File: src/rtl/alu_pkg.sv
// Shared opcode map, default sizing and FSM state type for the ALU sequencer.
package alu_pkg;

  localparam int OPCODE_W_DEF  = 4;
  localparam int NUM_OPS_DEF   = 14;
  localparam int LEGAL_OPS_DEF = 13;

  localparam int OP_ADD  = 0;
  localparam int OP_SUB  = 1;
  localparam int OP_MUL  = 2;
  localparam int OP_DIV  = 3;
  localparam int OP_AND  = 4;
  localparam int OP_OR   = 5;
  localparam int OP_NAND = 6;
  localparam int OP_XOR  = 7;
  localparam int OP_XNOR = 8;
  localparam int OP_NOT  = 9;
  localparam int OP_CMP  = 10;
  localparam int OP_LSH  = 11;
  localparam int OP_RSH  = 12;

  typedef enum logic {
    ST_IDLE = 1'b0,
    ST_EXEC = 1'b1
  } state_t;

  function automatic int max_int(input int a, input int b);
    return (a > b) ? a : b;
  endfunction

endpackage

File: src/rtl/alu_sequencer_if.sv
// Opcode handshake plus the sequencer's status/control outputs.
interface alu_sequencer_if
  import alu_pkg::*;
#(
  parameter int OPCODE_W = OPCODE_W_DEF,
  parameter int NUM_OPS  = NUM_OPS_DEF
);

  logic                flush;
  logic                op_valid;
  logic                op_ready;
  logic [OPCODE_W-1:0] opcode;
  logic [NUM_OPS-1:0]  control_signals;
  logic                busy;
  logic                done;
  logic                illegal;
  logic [15:0]         op_count;

  modport master (
    output flush, op_valid, opcode,
    input  op_ready, control_signals, busy, done, illegal, op_count
  );

  modport slave (
    input  flush, op_valid, opcode,
    output op_ready, control_signals, busy, done, illegal, op_count
  );

endinterface

File: src/rtl/op_onehot_dec.sv
// Opcode to one-hot control decode; illegal opcodes decode to all-zero.
module op_onehot_dec #(
  parameter int OPCODE_W  = 4,
  parameter int NUM_OPS   = 14,
  parameter int LEGAL_OPS = 13
) (
  input  logic [OPCODE_W-1:0] opcode,
  output logic [NUM_OPS-1:0]  onehot
);

  // NOTE: assigning a default before any conditional write keeps this purely combinational (no latch).
  always_comb begin
    onehot = '0;
    for (int i = 0; i < NUM_OPS; i++) begin
      if ((i < LEGAL_OPS) && (int'(opcode) == i)) onehot[i] = 1'b1;
    end
  end

endmodule

File: src/rtl/alu_sequencer.sv
// Two-state opcode sequencer: accepts one opcode, holds its one-hot control
// for the opcode's latency, pulses done on the last cycle and counts completions.
module alu_sequencer
  import alu_pkg::*;
#(
  parameter int OPCODE_W   = OPCODE_W_DEF,
  parameter int NUM_OPS    = NUM_OPS_DEF,
  parameter int LEGAL_OPS  = LEGAL_OPS_DEF,
  parameter int MUL_CYCLES = 4,
  parameter int DIV_CYCLES = 8
) (
  input logic            clk,
  input logic            rst_n,
  alu_sequencer_if.slave bus
);

  localparam int CNT_W = $clog2(max_int(MUL_CYCLES, DIV_CYCLES)) + 1;

  localparam logic [CNT_W-1:0]    MUL_LAST = CNT_W'(MUL_CYCLES - 1);
  localparam logic [CNT_W-1:0]    DIV_LAST = CNT_W'(DIV_CYCLES - 1);
  localparam logic [OPCODE_W-1:0] MUL_CODE = OPCODE_W'(OP_MUL);
  localparam logic [OPCODE_W-1:0] DIV_CODE = OPCODE_W'(OP_DIV);

  state_t             state, state_nxt;
  logic [CNT_W-1:0]   cnt, cnt_nxt;
  logic [NUM_OPS-1:0] ctrl, ctrl_nxt;
  logic               illegal_q, illegal_nxt;
  logic [15:0]        count_q, count_nxt;

  logic [NUM_OPS-1:0] dec_onehot;
  logic               legal;
  logic [CNT_W-1:0]   op_last;
  logic               last_cycle;
  logic               ready;
  logic               handshake;

  op_onehot_dec #(
    .OPCODE_W  (OPCODE_W),
    .NUM_OPS   (NUM_OPS),
    .LEGAL_OPS (LEGAL_OPS)
  ) u_dec (
    .opcode (bus.opcode),
    .onehot (dec_onehot)
  );

  assign legal      = int'(bus.opcode) < LEGAL_OPS;
  assign last_cycle = (state == ST_EXEC) && (cnt == '0);
  assign ready      = ((state == ST_IDLE) || last_cycle) && !bus.flush;
  assign handshake  = bus.op_valid && ready;

  always_comb begin
    op_last = '0;
    if (bus.opcode == MUL_CODE)      op_last = MUL_LAST;
    else if (bus.opcode == DIV_CODE) op_last = DIV_LAST;
  end

  always_comb begin
    state_nxt   = state;
    cnt_nxt     = cnt;
    ctrl_nxt    = ctrl;
    illegal_nxt = 1'b0;
    count_nxt   = count_q;

    if (bus.flush) begin
      // Abort wins over completion and acceptance alike.
      state_nxt = ST_IDLE;
      cnt_nxt   = '0;
      ctrl_nxt  = '0;
    end else begin
      if (state == ST_EXEC) begin
        if (cnt != '0) begin
          cnt_nxt = cnt - 1'b1;
        end else begin
          count_nxt = count_q + 16'd1;
          state_nxt = ST_IDLE;
          ctrl_nxt  = '0;
        end
      end
      if (handshake) begin
        if (legal) begin
          state_nxt = ST_EXEC;
          cnt_nxt   = op_last;
          ctrl_nxt  = dec_onehot;
        end else begin
          illegal_nxt = 1'b1;
        end
      end
    end
  end

  // NOTE: state registers use non-blocking assignments so every flop samples pre-edge values.
  always_ff @(posedge clk or negedge rst_n) begin
    if (!rst_n) begin
      state     <= ST_IDLE;
      cnt       <= '0;
      ctrl      <= '0;
      illegal_q <= 1'b0;
      count_q   <= '0;
    end else begin
      state     <= state_nxt;
      cnt       <= cnt_nxt;
      ctrl      <= ctrl_nxt;
      illegal_q <= illegal_nxt;
      count_q   <= count_nxt;
    end
  end

  assign bus.op_ready        = ready;
  assign bus.control_signals = ctrl;
  assign bus.busy            = (state == ST_EXEC);
  assign bus.done            = last_cycle && !bus.flush;
  assign bus.illegal         = illegal_q;
  assign bus.op_count        = count_q;

endmodule
File: src/flat_wrapper.sv
// flat-port wrapper written by rule: the top's interface ports become plain ports
module alu_sequencer_flat import alu_pkg::*;
#(
  parameter int OPCODE_W   = OPCODE_W_DEF,
  parameter int NUM_OPS    = NUM_OPS_DEF,
  parameter int LEGAL_OPS  = LEGAL_OPS_DEF,
  parameter int MUL_CYCLES = 4,
  parameter int DIV_CYCLES = 8
)
  (clk, rst_n, bus_flush, bus_op_valid, bus_opcode, bus_op_ready, bus_control_signals, bus_busy, bus_done, bus_illegal, bus_op_count);
  alu_sequencer_if #(.OPCODE_W(OPCODE_W), .NUM_OPS(NUM_OPS)) bus_i ();
  input logic clk;
  input logic rst_n;
  input wire logic [$bits(bus_i.flush)-1:0] bus_flush;
  input wire logic [$bits(bus_i.op_valid)-1:0] bus_op_valid;
  input wire logic [$bits(bus_i.opcode)-1:0] bus_opcode;
  output wire logic [$bits(bus_i.op_ready)-1:0] bus_op_ready;
  output wire logic [$bits(bus_i.control_signals)-1:0] bus_control_signals;
  output wire logic [$bits(bus_i.busy)-1:0] bus_busy;
  output wire logic [$bits(bus_i.done)-1:0] bus_done;
  output wire logic [$bits(bus_i.illegal)-1:0] bus_illegal;
  output wire logic [$bits(bus_i.op_count)-1:0] bus_op_count;
  assign bus_i.flush = bus_flush;
  assign bus_i.op_valid = bus_op_valid;
  assign bus_i.opcode = bus_opcode;
  assign bus_op_ready = bus_i.op_ready;
  assign bus_control_signals = bus_i.control_signals;
  assign bus_busy = bus_i.busy;
  assign bus_done = bus_i.done;
  assign bus_illegal = bus_i.illegal;
  assign bus_op_count = bus_i.op_count;
  alu_sequencer #(.OPCODE_W(OPCODE_W), .NUM_OPS(NUM_OPS), .LEGAL_OPS(LEGAL_OPS), .MUL_CYCLES(MUL_CYCLES), .DIV_CYCLES(DIV_CYCLES)) u_core (.clk(clk), .rst_n(rst_n), .bus(bus_i));
endmodule
File: config.mk
export PLATFORM = sky130hd
export DESIGN_NAME = alu_sequencer_flat
export DESIGN_NICKNAME = d
export VERILOG_FILES = /design/src/rtl/alu_pkg.sv /design/src/rtl/alu_sequencer_if.sv /design/src/rtl/op_onehot_dec.sv /design/src/rtl/alu_sequencer.sv /design/src/flat_wrapper.sv
export SDC_FILE = /design/constraint.sdc
export NUM_CORES = 1
export LEC_CHECK = 0
export ABC_AREA = 1
export CORE_ASPECT_RATIO = 1.4
export CORE_MARGIN = 2
export CORE_UTILIZATION = 40
export DETAILED_ROUTE_END_ITERATION = 8
export GPL_TIMING_DRIVEN = 0
export PLACE_DENSITY = 0.66
export SETUP_SLACK_MARGIN = 0.1
export SLEW_MARGIN = 25
export SYNTH_ARGS = -nofsm -noshare
export SYNTH_HDL_FRONTEND = slang
export SYNTH_SLANG_ARGS = --single-unit
File: constraint.sdc
create_clock -name clk -period 4.5 [get_ports clk]
set_input_delay 1.35 -clock clk [delete_from_list [all_inputs] [get_ports clk]]
set_output_delay 1.35 -clock clk [all_outputs]
set_load 0.02 [all_outputs]
# Yosys cells after proc, flatten, opt, wreduce, memory -nomap -nowiden
# Cells that the tools add are included.
# Widths: inputs -> output; s select.
# word_totals
reg_bits,36
latch_bits,0
mem_bits_rw,0
mem_bits_ro,0
output_inout_bits,34
elab_cells,68
mem_count,0
# op_classes
n_addsub,2
multipliers,0
div_mod_pow,0
magnitude_cmp,1
n_eq_ne,14
shifts,0
n_mux,33
bitwise,3
reduce_logical,10
# ops
operator,count
$mux 14,5
$eq 4x4->1 const B,8
$mux 1,21
$mux 4,5
$add 16x1->16 const B,1
$eq 4x2->1 const B,3
$eq 4x3->1 const B,3
$logic_not 4->1,2
$mux 3,2
$logic_and 1x1->1,4
$lt 4x4->1 const B,1
$reduce_bool 4->1,1
$sub 4x1->4 const B,1
$not 1->1,3
$reduce_and 3->1,1
$logic_not 1->1,1
$logic_or 1x1->1,1

# Logic depth before layout (Yosys ltp)
# logic_depth
ltp_word,7
depth_mapped,9
ltp_nobuf,9

# Hierarchy
# Synthesis repeated with hierarchy kept, for this count alone.
# hier_totals
cells_unflattened,272
hier_area_um2,2031.9
# modules_own_cells
mod,n_inst,cells_each,area_each_um2,seq_area_each_um2
alu_sequencer,1,245,1919.3,900.9
op_onehot_dec,1,27,112.6,0.0

# Worst setup path before layout
# Ideal clock, no wire load.
# synth_path
path_type,input to output
start,in bus_flush
end,out bus_done
arrival_time_ns,1.753
required_ns,3.150
setup_slack_ns,1.397
stages,4
cell_sequence,inv_1 -> nand2_4 -> inv_2 -> buf_6
# synth_via
elab_chain_len,2
# synth_lines
item,line_no,text
"start, declared",flat_wrapper.sv:14,input wire logic [$bits(bus_i.flush)-1:0] bus_flush;
$logic_not 1->1,alu_sequencer.sv:111,assign bus.done = last_cycle && !bus.flush;
$logic_and 1x1->1,alu_sequencer.sv:111,
"end, declared",flat_wrapper.sv:20,output wire logic [$bits(bus_i.done)-1:0] bus_done;
# Every way passes these cells.

# Worst setup path after layout
# Same ends and word-level chain as after synthesis.

==> impl_metrics.tcl <==
set metrics [dict create \
    crit_type "in2out" \
    status "complete, no violations" \
    cp-end-kind "primary output" \
    finalWirelength_mm 4.309 \
    max_freq_mhz 232.3 \
    ys_seq_elements 36 \
    io_buffers 41 \
    core-area_um2 4767 \
    worst-slew-pin-transition_ns 0.3186 \
    cpMaxStageDelayCell "clkdlybuf4s50_1" \
    drc 0 \
    clock_path_buffers 2 \
    p_per_area_nw_per_um2 385.8 \
    root_buffer "clkbuf_8" \
    leakagePower_nw 1.284 \
    skew_ns 0.001417 \
    final_common_cell "nand2_1" \
    cap_violations 0 \
    finalNetCount 326 \
    num_vias 1779 \
    grt_pass1_vias 1799 \
    post_cts_buffers 0 \
    die_area_um2 5452 \
    period_minus_slack_ns 4.306 \
    slowest_delay_ns 0.60 \
    clkLatencyLatePin_ns 0.28 \
    cts.sink_count 36 \
    rows 30 \
    synth.avg_cell_area_um2 7.296 \
    required_ns 3.15 \
    io_pins 42 \
    diodes 0 \
    crit_chain "clkdlybuf4s50_1 > inv_2 > nand2_4 > inv_2 > buf_6 > clkdlybuf4s50_1" \
    start_util_pct 40.87 \
    ys_warn_count 0 \
    crit_buf_inv 5 \
    reg2reg_slack_ns 2.82 \
    min_period_over_period_pct 95.68 \
    drive_gt1_share_pct 8.517 \
    grt_remaining_overflow 0 \
    slew_headroom_pct 78.68 \
    most-common-layout-cells "83 x nand2_1, 60 x nor2_1, 40 x clkdlybuf4s50_1, 36 x dfrtp_1, 29 x inv_1" \
    syn_to_final_growth_pct 32.43 \
    syn_inst 267 \
    die_width_um 62.98 \
    ir_drop_mv 0.1854 \
    dpl.cell_count 373 \
    drt-vias-per-instance 4.669 \
    drt-wirelength-per-cell_um 11.31 \
    die_height_um 86.58 \
    ys_types 25 \
    dp_hpwl_mm 3.290 \
    slew_violations 0 \
    setup-tns-final_ns 0 \
    grt_max_degree 28 \
    cp.arrival_ns 2.96 \
    crit_family "buffers and inverters" \
    firstDrtPassIters 5 \
    ant_nets 0 \
    cts-htree-levels 2 \
    drt_iter0_markers 76 \
    yosysSeqAreaShare_pct 46.24 \
    gp_congestion 0.8099 \
    start_kind "primary input" \
    hold_violations 0 \
    stdcell_count 381 \
    cts_made_buffers 5 \
    grt_pass1_wl_mm 7.590 \
    finalSetupViolCount 0 \
    track_usage_pct 17.64 \
    syn-cell-area_um2 1948 \
    critPathMaxFanout 10 \
    clkSlewWorstSetupHoldPaths_ns 0.07 \
    cts_tree "built" \
    synth_nets 277 \
    antenna_found_initial 0 \
    hold_class "reg2reg" \
    grt_setup_unrepaired "no" \
]
-- worst reg2reg max path: stages, from the launching register on --
cell,delay [ns]
dfrtp_1,0.38
inv_1,0.10
ha_1,0.24
nand2_1,0.11
nor2_4,0.18
clkinv_1,0.28
nand2_1,0.14
nand2_1,0.06
nand2_1,0.05
nor2_1,0.04
-- cell type report --
cell class | instances | area [um^2]
Sequential cell | 36 | 900.9
Clock inverter | 1 | 30.03
Clock buffer | 7 | 96.34
Tap cell | 64 | 80.08
Timing Repair Buffer | 42 | 425.4
Multi-Input combinational cell | 195 | 892.1
Inverter | 32 | 120.1
Buffer | 4 | 35.03
Fill cell | 472 | 2187
-- layer usage --
layer	part of all wire, %	vias to the layer above	global-route usage [%]
met5	0	-	0
met4	2.4	0	7.879
met3	4.3	11	3.766
met2	53	44	34.33
met1	40	812	17.70
li1	-	912	-
-- sequential cells by signal, summed over array words and instances, names as in the netlist --
name / flops
u_core.bus.op_count: 16
u_core.bus.control_signals: 14
u_core.cnt: 4
u_core.bus.busy: 1
u_core.bus.illegal: 1
-- report_power, final --
part	internal (mW)	leakage [nW]	switching [mW]	total, mW
clock	0.196	0.0645	0.117	0.313
combinational	0.119	0.737	0.155	0.274
sequential	0.364	0.483	0.0456	0.409
total	0.678	1.28	0.317	0.995
-- cells in the mapped netlist, drive strengths merged --
cell / instances / area share [%]
nand4: 4 / 1.3
nor2: 63 / 13
nand2: 87 / 18
nand3: 16 / 4.4
nor3: 2 / 0.51
dfrtp: 36 / 46
buf: 4 / 1.8
ha: 2 / 1.3
a21oi: 6 / 1.7
clkinv: 1 / 0.19
xnor2: 2 / 1.3
xor2: 7 / 3.1
inv: 31 / 6.0
o21ai: 5 / 1.3
or2: 1 / 0.32
-- cells by family after synthesis --
logic type | count (synthesis) | share of synthesized area (%)
xor+xnor | 9 | 4.432
simple gates | 173 | 37.06
buf+inv | 36 | 7.964
compound gates | 11 | 3.018
flops | 36 | 46.24
fa+ha+maj | 2 | 1.284
-- path summary, 6_finish.rpt --
path | start | depth (start not counted) | to
max | bus_flush | 6 | bus_done
min | u_core.bus.control_signals[13] | 2 | u_core.bus.control_signals[13]
max reg2reg | u_core.cnt[0] | 9 | u_core.bus.control_signals[11]
min reg2reg | u_core.bus.control_signals[13] | 2 | u_core.bus.control_signals[13]
max in group asynchronous | rst_n | 2 | u_core.bus.control_signals[2]
min in group asynchronous | rst_n | 1 | u_core.bus.op_count[13]
-- what timing repair did --
item,4_1_cts,5_1_grt
setup endpoints to repair,0,1
gates resized for setup,0,1
hold buffers,0,0
hold endpoints to repair,0,0
-- through the flow --
step | area (um^2) | total power [mW] | util, % | hold slack, ns | setup WS (ns)
detailed placement | 2454 | 0.6914 | 51.47 | 0.4855 | 0.1633
CTS | 2580 | 1.008 | 54.12 | 0.4967 | 0.1467
floorplan | 1948 | 0.5651 | - | 0.5416 | 1.397
global placement | 2439 | 0.6847 | 51.15 | 0.4857 | 0.1651
global route | 2580 | 1.058 | 54.12 | 0.5129 | 0.1197
finish | 2580 | 0.9955 | 54.12 | 0.4959 | 0.1945
Note: power is estimated with default switching activity, not from simulation.
